[src/rtl/cart_sdram_arb.sv]
// Shares one SDRAM port between buffered ioctl download writes (priority) and cart reads.
// Optional one-entry read cache enabled by defining ARB_RDCACHE_EN.
module cart_sdram_arb #(
    parameter int unsigned AW         = 25,
    parameter int unsigned FIFO_DEPTH = 4
) (
    input  logic          clk_sys,
    input  logic          reset,
    input  logic          ioctl_download,
    input  logic          ioctl_wr,
    input  logic [AW-1:0] ioctl_addr,
    input  logic [7:0]    ioctl_dout,
    output logic          ioctl_wait,
    output logic          wr_overflow,
    input  logic          cart_rd,
    input  logic [19:0]   cart_a,
    output logic [7:0]    cart_d,
    output logic          cart_valid,
    output logic [5:0]    cart_pages,
    output logic          sd_req,
    output logic          sd_we,
    output logic [AW-1:0] sd_addr,
    output logic [7:0]    sd_din,
    input  logic [7:0]    sd_dout,
    input  logic          sd_ack
);

    localparam int unsigned PW = $clog2(FIFO_DEPTH);
    localparam logic [PW:0] FullCnt = (PW+1)'(FIFO_DEPTH);

    typedef enum logic [1:0] {StIdle, StWr, StRd} state_e;

    state_e        state_q;
    logic [AW-1:0] fifo_addr_q [FIFO_DEPTH];
    logic [7:0]    fifo_data_q [FIFO_DEPTH];
    logic [PW-1:0] wr_ptr_q, rd_ptr_q;
    logic [PW:0]   count_q, count_d;
    logic          dl_q, rd_pend_q;
    logic [19:0]   rd_addr_q;

    logic full, empty, push, pop, rd_ack, dl_rise, issue_rd, resp_ff, hit_resp;
    logic cache_hit;
    logic [7:0] cache_rdata;

    assign full     = (count_q == FullCnt);
    assign empty    = (count_q == '0);
    assign pop      = (state_q == StWr) && sd_ack;
    // A full FIFO still accepts a write in the same cycle its head retires.
    assign push     = ioctl_wr && (!full || pop);
    assign count_d  = count_q + (PW+1)'(push) - (PW+1)'(pop);
    assign rd_ack   = (state_q == StRd) && sd_ack;
    assign dl_rise  = ioctl_download && !dl_q;
    assign issue_rd = (state_q == StIdle) && empty && rd_pend_q && !ioctl_download;
    // An SDRAM read completion owns cart_d this cycle; other responses wait via rd_pend.
    assign resp_ff  = ioctl_download && (cart_rd || rd_pend_q) && !rd_ack;
    assign hit_resp = cache_hit && !rd_ack;

`ifdef ARB_RDCACHE_EN
    logic        cache_vld_q, fill_ok_q;
    logic [19:0] cache_tag_q;
    logic [7:0]  cache_data_q;

    assign cache_hit   = cart_rd && !ioctl_download && !push && cache_vld_q &&
                         (cart_a == cache_tag_q);
    assign cache_rdata = cache_data_q;

    always_ff @(posedge clk_sys or posedge reset) begin
        if (reset) begin
            cache_vld_q  <= 1'b0;
            fill_ok_q    <= 1'b0;
            cache_tag_q  <= '0;
            cache_data_q <= '0;
        end else begin
            if (issue_rd) fill_ok_q <= 1'b1;
            // A write landing during a read makes the returned data unsafe to cache.
            if (push) begin
                cache_vld_q <= 1'b0;
                fill_ok_q   <= 1'b0;
            end else if (rd_ack && fill_ok_q) begin
                cache_vld_q  <= 1'b1;
                cache_tag_q  <= sd_addr[19:0];
                cache_data_q <= sd_dout;
            end
        end
    end
`else
    assign cache_hit   = 1'b0;
    assign cache_rdata = 8'h00;
`endif

    always_ff @(posedge clk_sys) begin
        if (push) begin
            fifo_addr_q[wr_ptr_q] <= ioctl_addr;
            fifo_data_q[wr_ptr_q] <= ioctl_dout;
        end
    end

    always_ff @(posedge clk_sys or posedge reset) begin
        if (reset) begin
            state_q     <= StIdle;
            wr_ptr_q    <= '0;
            rd_ptr_q    <= '0;
            count_q     <= '0;
            dl_q        <= 1'b0;
            rd_pend_q   <= 1'b0;
            rd_addr_q   <= '0;
            ioctl_wait  <= 1'b0;
            wr_overflow <= 1'b0;
            cart_d      <= '0;
            cart_valid  <= 1'b0;
            cart_pages  <= '0;
            sd_req      <= 1'b0;
            sd_we       <= 1'b0;
            sd_addr     <= '0;
            sd_din      <= '0;
        end else begin
            dl_q       <= ioctl_download;
            count_q    <= count_d;
            ioctl_wait <= (count_d == FullCnt);
            if (push) wr_ptr_q <= wr_ptr_q + PW'(1);
            if (pop)  rd_ptr_q <= rd_ptr_q + PW'(1);

            if (dl_rise) begin
                wr_overflow <= 1'b0;
                cart_pages  <= '0;
            end
            if (ioctl_wr && !push) wr_overflow <= 1'b1;
            if (push) cart_pages <= ioctl_addr[19:14];

            cart_valid <= 1'b0;
            if (rd_ack) begin
                cart_d     <= sd_dout;
                cart_valid <= 1'b1;
            end else if (resp_ff) begin
                cart_d     <= 8'hFF;
                cart_valid <= 1'b1;
            end else if (hit_resp) begin
                cart_d     <= cache_rdata;
                cart_valid <= 1'b1;
            end

            if (resp_ff || hit_resp) begin
                rd_pend_q <= 1'b0;
            end else if (cart_rd) begin
                rd_pend_q <= 1'b1;
                rd_addr_q <= cart_a;
            end else if (issue_rd) begin
                rd_pend_q <= 1'b0;
            end

            unique case (state_q)
                StIdle: begin
                    if (!empty) begin
                        state_q <= StWr;
                        sd_req  <= 1'b1;
                        sd_we   <= 1'b1;
                        sd_addr <= fifo_addr_q[rd_ptr_q];
                        sd_din  <= fifo_data_q[rd_ptr_q];
                    end else if (issue_rd) begin
                        state_q <= StRd;
                        sd_req  <= 1'b1;
                        sd_we   <= 1'b0;
                        sd_addr <= AW'(rd_addr_q);
                    end
                end
                StWr, StRd: begin
                    if (sd_ack) begin
                        state_q <= StIdle;
                        sd_req  <= 1'b0;
                    end
                end
                default: begin
                    state_q <= StIdle;
                    sd_req  <= 1'b0;
                end
            endcase
        end
    end

endmodule

[config.mk]
export PLATFORM = sky130hd
export DESIGN_NAME = cart_sdram_arb
export DESIGN_NICKNAME = d
export VERILOG_FILES = /design/src/rtl/cart_sdram_arb.sv
export SDC_FILE = /design/constraint.sdc
export NUM_CORES = 1
export LEC_CHECK = 0
export BUFFER_PORTS_ARGS = -buffer_cell sky130_fd_sc_hd__buf_2
export CAP_MARGIN = 20
export CORE_ASPECT_RATIO = 0.75
export CORE_MARGIN = 2
export CORE_UTILIZATION = 57
export DETAILED_ROUTE_END_ITERATION = 6
export PLACE_DENSITY = 0.82
export SLEW_MARGIN = 15
export SYNTH_ARGS = -nofsm -noshare
export SYNTH_HDL_FRONTEND = slang
export SYNTH_SLANG_ARGS = --single-unit
[constraint.sdc]
create_clock -name clk_sys -period 2.9 [get_ports clk_sys]
set_clock_uncertainty 0.05 [all_clocks]
set_input_delay 0.29 -clock clk_sys [delete_from_list [all_inputs] [get_ports clk_sys]]
set_output_delay 0.29 -clock clk_sys [all_outputs]
set_load 0.02 [all_outputs]
Word level (Yosys, flattened, before mapping)
Memories as Yosys holds them, arrays and structs flattened. A register that Yosys moved wholly into a read port is not among the register bits.
Cells that the tools add are included.
{"block": "word_totals", "ram_bits": 132, "inputBits": 67, "n_memories": 2, "wordCells": 82, "output_inout_bits": 52, "reg_bits": 75}
{"block": "classes", "n_mux": 24, "eq_ne": 7, "addsub": 4, "n_bitwise": 2, "reduce_logical": 28}
{"name": "fifo_addr_q", "words": 4, "width": 25, "rd": 1, "rd_clocked_by_memory_dff": 0, "write_ports": 1, "line_no": "34", "source": "logic [AW-1:0] fifo_addr_q [FIFO_DEPTH];"}
{"name": "fifo_data_q", "words": 4, "width": 8, "rd": 1, "rd_clocked_by_memory_dff": 1, "write_ports": 1, "line_no": "35", "source": "logic [7:0] fifo_data_q [FIFO_DEPTH];"}
{"op": "2-to-1 mux 25 bit", "count": 2}
{"op": "2-to-1 mux 8 bit", "count": 2}
{"op": "2-to-1 mux 1 bit", "count": 13}
{"op": "2-to-1 mux 6 bit", "count": 2}
{"op": "logical AND 1 bit", "count": 10}
{"op": "AND reduction 2 bit", "count": 4}
{"op": "equality test 3 bit (second input constant)", "count": 2}
{"op": "2-to-1 mux 2 bit", "count": 3}
{"op": "nonzero test 2 bit", "count": 3}
{"op": "zero test 1 bit", "count": 5}
{"op": "adder 2 x 1 -> 2 bit (second input constant)", "count": 2}
{"op": "one-hot mux 2 bit (2 select lines)", "count": 1}
{"op": "adder 3 x 1 -> 3 bit", "count": 1}
{"op": "zero test 3 bit", "count": 1}
{"op": "!= test 3 bit (second input constant)", "count": 1}
{"op": "nonzero test 3 bit", "count": 1}
{"op": "subtractor 3 x 1 -> 3 bit", "count": 1}
{"op": "equality test 2 x 1 -> 1 bit (second input constant)", "count": 1}
{"op": "equality test 2 bit (second input constant)", "count": 1}
{"op": "zero test 2 bit", "count": 1}
{"op": "logical OR 1 bit", "count": 2}
{"op": "!= test 2 x 1 -> 1 bit (second input constant)", "count": 1}
{"op": "!= test 2 bit (second input constant)", "count": 1}
{"op": "NOT 1 bit", "count": 2}
{"op": "2 further kinds", "count": 2}

Depth between registers and ports, before layout
{"block": "depth", "word_depth": 7, "depth_mapped": 12, "mapped_depth_nobuf": 11}

Worst setup path after synthesis
Ideal clock, no wire load.
{"block": "synth_timing", "path_type": "register to register", "start": "register state_q[1]", "end": "register ioctl_wait", "arrival_ps": 2484, "required_ps": 2762, "setup_slack_ps": 278, "synth_period_minus_slack_ps": 2622, "setup_ps": 88, "n_path_buf": 1, "stages_incl_launch_ff": 13, "path_cell_list": "dfrtp_1 -> inv_1 -> ha_1 -> nand2_1 -> a31oi_2 -> buf_2 -> inv_1 -> ha_1 -> inv_1 -> ha_1 -> fa_1 -> xnor2_1 -> nor3b_1"}
{"block": "synth_via", "elab_chain_cells": 7}
{"item": "from (decl)", "line_no": "33", "source": "state_e state_q;"}
{"item": "from (signal assigned)", "line_no": "100", "source": "state_q <= StIdle;"}
{"item": "from (signal assigned)", "line_no": "154", "source": "state_q <= StWr;"}
{"item": "from (signal assigned)", "line_no": "160", "source": "state_q <= StRd;"}
{"item": "equality test 2 x 1 -> 1 bit (*)", "line_no": "47", "source": "assign pop = (state_q == StWr) && sd_ack;"}
{"item": "logical AND 1 bit (*)", "line_no": "47"}
{"item": "logical OR 1 bit", "line_no": "49", "source": "assign push = ioctl_wr && (!full || pop);"}
{"item": "logical AND 1 bit", "line_no": "49"}
{"item": "adder 3 x 1 -> 3 bit", "line_no": "50", "source": "assign count_d = count_q + (PW+1)'(push) - (PW+1)'(pop);"}
{"item": "subtractor 3 x 1 -> 3 bit (*)", "line_no": "50"}
{"item": "net count_d[2]", "line_no": "37", "source": "logic [PW:0] count_q, count_d;"}
{"item": "equality test 3 bit (*)", "line_no": "119", "source": "ioctl_wait <= (count_d == FullCnt);"}
{"item": "to (signal assigned)", "line_no": "119"}
{"item": "to (decl)", "line_no": "13", "source": "output logic ioctl_wait,"}
The timed path passes the listed nets; every way through them passes the cells marked *.
A chain may end at the register's enable or synchronous reset.

Worst setup path after layout
Ends and elaborated chain as after synthesis.

==> impl_metrics.yaml <==
cts:
  ctsLongestPathBuffers: 3
  htree_levels: 1
  insertion_delay_ps: 500
  numCtsBuffers: 21
  cts_tree: "built"
  clock_sinks: 215
  path_clk_slew_ps: 70
  root_buffer: "clkbuf_16"
synth:
  synth.cell_area_mm2: 0.00832
  ys_types: 43
  yosysTopAreaCellShare: 0.476
  ys_top_cells_by_area: "edfxtp_1 (48%), dfrtp_1 (25%), mux4_2 (8.9%)"
  yosysTopAreaCell: "edfxtp_1"
  synth-seq-cells: 215
  synth_edf_count: 132
  ys_seq_area_frac: 0.726
  ys_async_sr_fraction: 0.386
  synth_cells: 481
  syn_nets: 558
  yosysWarnings: 0
  syn_area_per_cell_um2: 17.3
  yosys_most_used_dff: "edfxtp_1"
worst_setup_path:
  crit_chain: "inv_1, ha_1, nand2_1, a31oi_2, inv_1, ha_1, inv_1, ha_1, fa_1, xnor2_1, nor3b_1"
  path_max_fanout: 4
  critPathCaptureType: "register"
  reg2regPathDepth: 11
  ff2ff_setup_slack_ps: 330
  cp.depth: 11
  worst_ep_required_time_ps: 3240
  critical_path.max_stage_delay_ps: 390
  crit_path_end: "ioctl_wait$_DFF_PP0_"
  slowest_stage: "dfrtp_1"
  critical_path_arrival_ps: 2920
  path_class: "register to register"
  r2r_end: "ioctl_wait$_DFF_PP0_"
  cp-startpoint: "state_q[1]$_DFFE_PP0P_"
  cp_top_family: "adder cells"
  start_kind: "register"
  r2r-start: "state_q[1]$_DFFE_PP0P_"
  crit_buf_inv: 3
detailed_routing:
  drt_pass1_iterations: 5
  drtAntennaViolNets: 0
  num_vias: 5051
  wire_per_inst_um: 21.4
  remaining_drc_errors: 0
  drt_iter0_drc: 413
  vias_per_cell: 5.70
  wirelength_mm: 19.0
die:
  die_y_um: 109
  ios: 119
  coreArea_mm2: 0.0144
  fp.dieW_um: 144
  row_count: 38
  initial_core_util: 0.580
  die-area_mm2: 0.0156
layout:
  syn_to_final_growth_pct: 26.2
  final_nets: 748
  regArea_mm2: 0.00604
  diodes: 0
  multi_input_area_mm2: 0.00208
  nFillCells: 894
  drive_gt1_frac: 0.345
sta:
  tightest_slew_ps: 947
  rsz0062_at_grt: "false"
  finalSetupViolCount: 0
  fin_crit_ps: 2570
  hold_violations: 0
  slew_headroom: 0.368
  slew_viol_final: 0
  setup_tns_ps: 0
  fmax_ghz: 0.389
  whs_ps: 8.93
  period_share: 0.887
placed_design:
  hpwlAfterDp_mm: 11.6
  place_congestion: 0.833
  port_buffers: 118
power:
  total_leakage_power_nw: 4.16
  clockPowerShare: 0.257
  p_seq_frac: 0.431
  ir_drop_mv: 0.560
  p_sw_frac: 0.331
  power_density_mw_per_mm2: 1030
  switchingPower_mw: 3.57
  combPwrFrac: 0.312
  internal-power_mw: 7.21
job:
  drv_cap: 0
global_routing:
  grt_pass1_wl_mm: 28.7
  grt_usage: 0.248
  grt_overflow: 0
  antenna_found_initial: 0
  grt_max_degree: 52
  grt_pass1_vias: 5265
outcome:
  status: "finished, final reports clean"
min_path:
  hold_path_class: "input pin to register"
-- metal layers --
| layer | wire (um) | part of all wire | up-vias | GRT usage |
|---|---|---|---|---|
| li1 | - | - | 2202 | - |
| met1 | 7880 | 0.41 | 2552 | 0.349 |
| met2 | 9140 | 0.48 | 250 | 0.400 |
| met3 | 1380 | 0.073 | 47 | 0.0426 |
| met4 | 592 | 0.031 | 0 | 0.0896 |
| met5 | 0 | 0 | - | 0 |
-- placed cells by master, fill, tap and decap left out, types with 10 or more instances in the layout --
| cell | n |
|---|---|
| mux2_2 | 21 |
| dlygate4sd3_1 | 60 |
| buf_4 | 10 |
| inv_1 | 18 |
| buf_2 | 118 |
| dfrtp_1 | 81 |
| nand2_1 | 61 |
| nor3_1 | 11 |
| a31oi_1 | 10 |
| edfxtp_1 | 132 |
| clkbuf_16 | 21 |
| mux4_2 | 33 |
-- cell type report --
cell class	count	share of cell area
Timing Repair Buffer	192	0.128
Clock inverter	13	0.0139
Inverter	19	0.00691
Tap cell	200	0.0238
Sequential cell	215	0.575
Clock buffer	25	0.0534
Multi-Input combinational cell	222	0.198
-- cell families after synthesis --
logic type | synth area share
buffers and inverters | 0.0260
AOI/OAI and AO/OA | 0.0540
adders and majority gates | 0.0159
and+or+nand+nor | 0.0481
DFF | 0.726
xor gates and xnor gates | 0.00526
muxes | 0.125
-- sequential cells by signal (all words and copies together), names as in the netlist, 2 cells and up --
name and count:
fifo_addr_q 100, sd_addr 25, rd_addr_q 20, wr_ptr_q 2, count_q 3, sd_din 8
cart_pages 6, cart_d 8, fifo_data_q 32, state_q 2, rd_ptr_q 2
-- power by group through the flow --
stage | sequential (mW) | combinational [mW] | clock (mW)
floorplan | 4.74 | 2.10 | 0
global placement | 4.64 | 3.13 | 0
detailed placement | 4.68 | 3.26 | 0
CTS | 4.64 | 3.38 | 2.80
global route | 4.73 | 3.63 | 2.90
finish | 4.65 | 3.36 | 2.77
-- worst reg2reg max path, delay by kind of cell (launching register included) --
kind,cells,cell delay [ps]
AOI/OAI and AO/OA,1,250
xor gates and xnor gates,1,220
adders and majority gates,4,990
buffers and inverters,3,190
DFF,1,390
and+or+nand+nor,2,380
-- worst min path at each step --
stage	start	endpoint	slack (ps)	cells after the start
2_1_floorplan	ioctl_download	dl_q$_DFF_PP0_	270	0
3_3_place_gp	sd_din[3]$_DFFE_PP0P_	sd_din[3]$_DFFE_PP0P_	410	2
3_5_place_dp	sd_din[4]$_DFFE_PP0P_	sd_din[4]$_DFFE_PP0P_	410	2
4_1_cts	cart_a[9]	rd_addr_q[9]$_DFFE_PP0P_	4	2
5_1_grt	cart_a[9]	rd_addr_q[9]$_DFFE_PP0P_	8	2
6_report	cart_a[9]	rd_addr_q[9]$_DFFE_PP0P_	9	2
-- cells in the mapped netlist, types with 4 or more instances --
master,count
edfxtp_1,132
dfrtp_1,83
nand2_1,62
mux4_2,33
mux2_2,21
inv_1,19
buf_2,11
nor3_1,11
a31oi_1,10
ha_1,9
o22a_1,9
o21ai_0,8
clkbuf_1,6
mux2i_1,6
a211o_1,5
a22o_1,5
a2bb2oi_1,5
o221a_2,5
and2_1,4
buf_4,4
xnor2_1,4
-- through the flow --
step	instance area (um2)	utilization	total power [mW]	setup WS (ps)	cells
floorplan	8320	-	6.85	278	481
global placement	9190	0.640	7.77	237	788
detailed placement	9190	0.640	7.94	108	788
CTS	10500	0.731	10.8	75.1	886
global route	10500	0.731	11.3	176	886
finish	10500	0.731	10.8	327	886
-- repair_timing --
item / 4_1_cts / 5_1_grt
endpoints found under the hold margin: 208 / 0
setup buffers: 0 / 0
resized for setup: 0 / 1
hold buffers: 60 / 0
setup endpoints to repair: 0 / 4
No activity file was read; power rests on OpenSTA's default activity.
